$ cat src/rtl/hex_disp_arbiter.sv
// hex_disp_arbiter: round-robin arbiter that gives one of three sources the eight-digit hex display
// for exactly HOLD cycles per grant, with registered leading-zero blanking.
module hex_disp_arbiter #(
    parameter int          HOLD       = 4,
    parameter logic [31:0] IDLE_VALUE = 32'h0000_0000
) (
    input  logic        clk,
    input  logic        rst,
    input  logic [2:0]  req,
    input  logic [31:0] data0,
    input  logic [31:0] data1,
    input  logic [31:0] data2,
    output logic [2:0]  gnt,
    output logic [1:0]  owner,
    output logic        disp_valid,
    output logic [31:0] disp_data,
    output logic [7:0]  blank
);
    typedef enum logic {IDLE, HOLDING} state_t;

    localparam logic [15:0] RELOAD = 16'(HOLD - 1);

    state_t      state, state_n;
    logic [15:0] cnt, cnt_n;
    logic [1:0]  ptr, ptr_n, owner_n, win, p1, p2;
    logic [2:0]  gnt_n;
    logic        valid_n, grant, release_n;
    logic [31:0] data_n;

    function automatic logic [1:0] inc3(input logic [1:0] p);
        return p == 2'd2 ? 2'd0 : p + 2'd1;
    endfunction

    function automatic logic [31:0] sel(input logic [1:0] i);
        return i == 2'd0 ? data0 : i == 2'd1 ? data1 : data2;
    endfunction

    // digit k is dark when it and every more significant digit are zero; digit 0 always lit
    function automatic logic [7:0] blank_of(input logic [31:0] d);
        logic [7:0] b;
        b = 8'h00;
        for (int k = 1; k < 8; k++) b[k] = (d >> (4 * k)) == 32'd0;
        return b;
    endfunction

    always_comb begin
        p1  = inc3(ptr);
        p2  = inc3(p1);
        win = req[p1] ? p1 : req[p2] ? p2 : ptr;
    end

    // ptr always equals the current owner while holding, so the winner is the owner only when it alone requests
    always_comb begin
        state_n   = state;
        cnt_n     = cnt;
        ptr_n     = ptr;
        gnt_n     = gnt;
        owner_n   = owner;
        valid_n   = disp_valid;
        data_n    = disp_data;
        grant     = (state == IDLE || cnt == 16'd0) && req != 3'b000;
        release_n = state == HOLDING && cnt == 16'd0 && req == 3'b000;
        if (grant) begin
            state_n = HOLDING;
            cnt_n   = RELOAD;
            ptr_n   = win;
            gnt_n   = 3'b001 << win;
            owner_n = win;
            valid_n = 1'b1;
            data_n  = sel(win);
        end else if (release_n) begin
            state_n = IDLE;
            cnt_n   = 16'd0;
            gnt_n   = 3'b000;
            owner_n = 2'd3;
            valid_n = 1'b0;
            data_n  = IDLE_VALUE;
        end else if (state == HOLDING) begin
            cnt_n  = cnt - 16'd1;
            data_n = (gnt & req) != 3'b000 ? sel(owner) : disp_data;
        end
    end

    always_ff @(posedge clk) begin
        if (rst) begin
            state      <= IDLE;
            cnt        <= 16'd0;
            ptr        <= 2'd2;
            gnt        <= 3'b000;
            owner      <= 2'd3;
            disp_valid <= 1'b0;
            disp_data  <= IDLE_VALUE;
            blank      <= blank_of(IDLE_VALUE);
        end else begin
            state      <= state_n;
            cnt        <= cnt_n;
            ptr        <= ptr_n;
            gnt        <= gnt_n;
            owner      <= owner_n;
            disp_valid <= valid_n;
            disp_data  <= data_n;
            blank      <= blank_of(data_n);
        end
    end
endmodule

$ cat config.mk
export PLATFORM = sky130hd
export DESIGN_NAME = hex_disp_arbiter
export DESIGN_NICKNAME = d
export VERILOG_FILES = /design/src/rtl/hex_disp_arbiter.sv
export SDC_FILE = /design/constraint.sdc
export NUM_CORES = 1
export LEC_CHECK = 0
export ABC_AREA = 1
export CORE_MARGIN = 5
export CORE_UTILIZATION = 45
export CTS_BUF_LIST = sky130_fd_sc_hd__clkbuf_4 sky130_fd_sc_hd__clkbuf_8
export CTS_CLUSTER_DIAMETER = 50
export DETAILED_ROUTE_END_ITERATION = 6
export PLACE_DENSITY = 0.8
export SYNTH_ARGS = -nofsm -noshare
export SYNTH_HDL_FRONTEND = slang
export SYNTH_SLANG_ARGS = --single-unit
export TNS_END_PERCENT = 5
$ cat constraint.sdc
create_clock -name clk -period 3.3 [get_ports clk]
set_input_delay 0.495 -clock clk [delete_from_list [all_inputs] [get_ports clk]]
set_output_delay 0.495 -clock clk [all_outputs]
set_load 0.02 [all_outputs]
==> impl_results.rst <==
.. list-table::
   :header-rows: 1

   * - Metric
     - Value
   * - Status
     - completed
   * - Total core area
     - 9150 µm²
   * - Filler-free cell count of the finished design
     - 929
   * - Global route total overflow
     - 0
   * - Synth top area cells
     - sky130_fd_sc_hd__dfxtp_1 30%, sky130_fd_sc_hd__nand2_1 16%, sky130_fd_sc_hd__nand3_1 6.7%
   * - Clock-pin slew on the worst setup and hold paths
     - 0.08 ns
   * - Source of the worst register-to-register timing path
     - owner[1]
   * - Number of detailed-routing iterations run before antenna repair
     - 6
   * - # Max-Cap Violations
     - 0
   * - Number of synthesized register bits
     - 63
   * - Maximum count of clock buffers along a single path
     - 2
   * - Vias in the first global route
     - 5274
   * - Antenna viol nets, final
     - 0
   * - Routed WL
     - 16.1 mm
   * - Most used DFF post-synth
     - sky130_fd_sc_hd__dfxtp_1
   * - Largest net degree at the start of global routing
     - 52
   * - Row cnt
     - 35
   * - Startpoint of the worst hold path
     - cnt[15]
   * - HPWL reported at the end of detailed placement
     - 11.8 mm
   * - H-tree level count
     - 3
   * - Static leakage
     - 2.61 nW
   * - Worst R2R Path Depth
     - 16
   * - Syn Nets
     - 784
   * - Crit share post-route
     - 0.857
   * - Switching share of total power
     - 0.439
   * - Average footprint of a synthesized cell
     - 6.13 µm²
   * - Antenna Cells
     - 0
   * - Routability congestion estimate from global placement
     - 0.929
   * - Cell count after placement
     - 913
   * - Unrepaired setup endpoints after global routing
     - no
   * - Synth warnings
     - 0
   * - Critical path data required time
     - 3.52 ns
   * - Nature of the critical path endpoint
     - flip-flop
   * - Part of the total power dissipated in combinational logic
     - 0.511
   * - Path class of the lowest-slack min-delay path
     - reg -> reg
   * - WL per Instance
     - 17.4 µm
   * - Relative max-transition margin
     - 0.407
   * - Number of pins with negative max-slew slack in the final report
     - 0
   * - Hold violation count in the final report
     - 0
   * - Largest voltage drop on the vdd net
     - 0.316 mV
   * - FFs w/ async S/R, synth
     - 0
   * - Inserted Clock Buffers
     - 9
   * - Sequential share of power
     - 0.273
   * - Final Hold Slack
     - 0.486 ns
   * - Portion of the post-synthesis area used by sequential elements
     - 0.302
   * - Hold-critical path depth
     - 2
   * - Hold path endpoint
     - cnt[15]
   * - Number of inserted filler cells in the final layout
     - 821
   * - Post-Synthesis Cells
     - 681
   * - Initial drt markers
     - 432
   * - Distinct cell type count of the synthesized netlist
     - 39
   * - Startpoint types
     - flip-flop
   * - TritonCTS clock tree
     - yes
   * - Die X
     - 106 µm
   * - Terminus of the critical flop-to-flop path
     - blank[2]
   * - Proportion of layout cells with a drive suffix above 1
     - 0.0599
   * - Clock share of power
     - 0.216
   * - Wire length of the first global-routing pass
     - 25.2 mm
   * - Clock latency on the worst-skew pair
     - 0.35 ns
   * - Worst reg2reg setup slack
     - 0.47 ns
   * - Area share of the leading cell type in the synthesized netlist
     - 0.302
   * - Net count reported at finish
     - 916
   * - DR vias
     - 5396
   * - Max FO, Critical Path
     - 15
   * - TNS Setup
     - 0 ns
   * - Resize count post-CTS
     - 0
   * - Initial cell density of the core
     - 0.456
   * - Final core area utilization
     - 0.650
   * - Residual DRC count
     - 0
   * - Internal power consumption
     - 2.06 mW
   * - Library cell with the highest instance count after synthesis
     - sky130_fd_sc_hd__nand2_1
   * - Final critical-path required period
     - 2.83 ns
   * - Combined global-route utilization of all metal layers
     - 0.275
   * - Initial antenna violation count
     - 0
   * - Syn Std Cell Area
     - 4180 µm²
   * - Cell types with the highest counts after synthesis
     - 180 x sky130_fd_sc_hd__nand2_1, 72 x sky130_fd_sc_hd__nor2_1, 63 x sky130_fd_sc_hd__dfxtp_1
   * - Count of flip-flops with a built-in enable after synthesis
     - 0
   * - Vertical extent of the die
     - 106 µm
   * - Post-route clock skew
     - 0.0115 ns
   * - Area of placed instances
     - 5720 µm²
   * - Worst slew pin tran
     - 0.888 ns
   * - Clock tree sinks
     - 63
   * - Sw Pwr
     - 1.61 mW
   * - PD cells
     - 616 nW/µm²
   * - Setup Crit Path Kind
     - reg -> reg
   * - DIE AREA
     - 11300 µm²
   * - Top-Level Pins
     - 147
   * - Worst path arrival time
     - 3.05 ns
   * - Post-Layout Inst Area
     - 5950 µm²
   * - Area growth from synthesis to layout
     - 42.4%
   * - IO buf count
     - 145
   * - Hold buffer count at cts
     - 0
   * - Vias per Instance
     - 5.81
   * - Master cell of the clock root buffer
     - sky130_fd_sc_hd__clkbuf_8
   * - Setup repair bufs after CTS
     - 0
   * - # setup viols final
     - 0
   * - Post-synth top area cell
     - sky130_fd_sc_hd__dfxtp_1
   * - Peak Freq
     - 353 MHz
## kinds of logic after synthesis
kind of cell / Yosys count / synth area share
simple gates: 363 / 0.374
compound gates: 149 / 0.214
buf+inv: 97 / 0.0905
flops: 63 / 0.302
xor+xnor: 6 / 0.0126
fa+ha+maj: 2 / 0.00599
other cells: 1 / 0.000898
## cell type report
class | instances | area [µm²] | share of cell area
Inverter | 59 | 221 | 0.0372
Sequential cell | 63 | 1260 | 0.212
Multi-Input combinational cell | 521 | 2540 | 0.427
Timing Repair Buffer | 159 | 1560 | 0.262
Clock inverter | 7 | 104 | 0.0175
Clock buffer | 9 | 124 | 0.0208
Tap cell | 111 | 139 | 0.0234
## worst max-delay path by stage
stage | depth (start not counted) | endpoint | startpoint
after detailed placement | 15 | blank[2] | req[0]
after global routing | 16 | blank[3] | cnt[6]
after global placement | 13 | blank[1] | owner[1]
after CTS | 13 | blank[3] | owner[1]
final | 16 | blank[2] | owner[1]
after floorplan | 14 | blank[1] | state
## through the flow
stage / total power [mW] / setup slack (ns)
floorplan: 2.14 / 1.28
CTS: 3.64 / 0.261
detailed placement: 2.85 / 0.192
global route: 3.88 / 0.225
global placement: 2.82 / 0.341
finish: 3.67 / 0.470
## state kept, by name, summed over array words and instances (netlist names)
register / count
blank: 7
ptr: 2
disp_data: 32
cnt: 16
owner: 2
state: 1
gnt: 3
## worst max-delay path, stage by stage, from the launching register on
cell and delay, ns:
sky130_fd_sc_hd__dfxtp_1 0.53, sky130_fd_sc_hd__inv_1 0.10, sky130_fd_sc_hd__nand2_1 0.36, sky130_fd_sc_hd__buf_4 0.32
sky130_fd_sc_hd__inv_1 0.25, sky130_fd_sc_hd__nand2_1 0.12, sky130_fd_sc_hd__o221ai_1 0.10, sky130_fd_sc_hd__o21ai_0 0.18
sky130_fd_sc_hd__nand2_1 0.07, sky130_fd_sc_hd__nand2_1 0.06, sky130_fd_sc_hd__a21oi_1 0.06, sky130_fd_sc_hd__nand3_1 0.12
sky130_fd_sc_hd__nor2_1 0.05, sky130_fd_sc_hd__nand2_1 0.16, sky130_fd_sc_hd__inv_1 0.08, sky130_fd_sc_hd__nand3_1 0.07
sky130_fd_sc_hd__nand2_1 0.06
## placed cells by master (no fill, tap or decap), types with 2 or more instances in the layout
cell                              netlist  routed
sky130_fd_sc_hd__a21boi_0               2       2
sky130_fd_sc_hd__a21oi_1               47      47
sky130_fd_sc_hd__a22oi_1                9       9
sky130_fd_sc_hd__a31oi_1                2       2
sky130_fd_sc_hd__buf_4                  1      14
sky130_fd_sc_hd__bufinv_16              0       2
sky130_fd_sc_hd__clkbuf_8               0       9
sky130_fd_sc_hd__clkdlybuf4s50_1        0     145
sky130_fd_sc_hd__clkinvlp_4             0       2
sky130_fd_sc_hd__dfxtp_1               63      63
sky130_fd_sc_hd__ha_1                   2       2
sky130_fd_sc_hd__inv_1                 56      56
sky130_fd_sc_hd__inv_2                  3       3
sky130_fd_sc_hd__inv_6                  0       2
sky130_fd_sc_hd__nand2_1              180     179
sky130_fd_sc_hd__nand2_2                3       4
sky130_fd_sc_hd__nand3_1               56      56
sky130_fd_sc_hd__nand4_1               25      25
sky130_fd_sc_hd__nor2_1                72      72
sky130_fd_sc_hd__nor2_2                 2       2
sky130_fd_sc_hd__nor3_1                13      13
sky130_fd_sc_hd__o211ai_1               3       3
sky130_fd_sc_hd__o21ai_0               48      48
sky130_fd_sc_hd__o21bai_1               3       3
sky130_fd_sc_hd__o221ai_1              16      16
sky130_fd_sc_hd__o22ai_1               14      14
sky130_fd_sc_hd__or2_2                  6       6
sky130_fd_sc_hd__xnor2_1                4       4
sky130_fd_sc_hd__xor2_1                 2       2
## routing by layer
metal / up-vias / GRT usage / routed length, µm
met1: 2445 / 0.338 / 6220
met2: 332 / 0.455 / 7750
li1: 2566 / - / -
met5: - / 0 / 0
met4: 0 / 0.130 / 555
met3: 53 / 0.0601 / 1620
## power by group through the flow
stage,sequential (mW),combinational (mW),clock (mW)
after floorplan,1.13,1.01,0
after global placement,1.01,1.81,0
after detailed placement,1.01,1.84,0
after CTS,0.997,1.85,0.792
after global routing,1.01,2.04,0.825
final,1.00,1.87,0.793
Note: power is estimated with default switching activity, not from simulation.
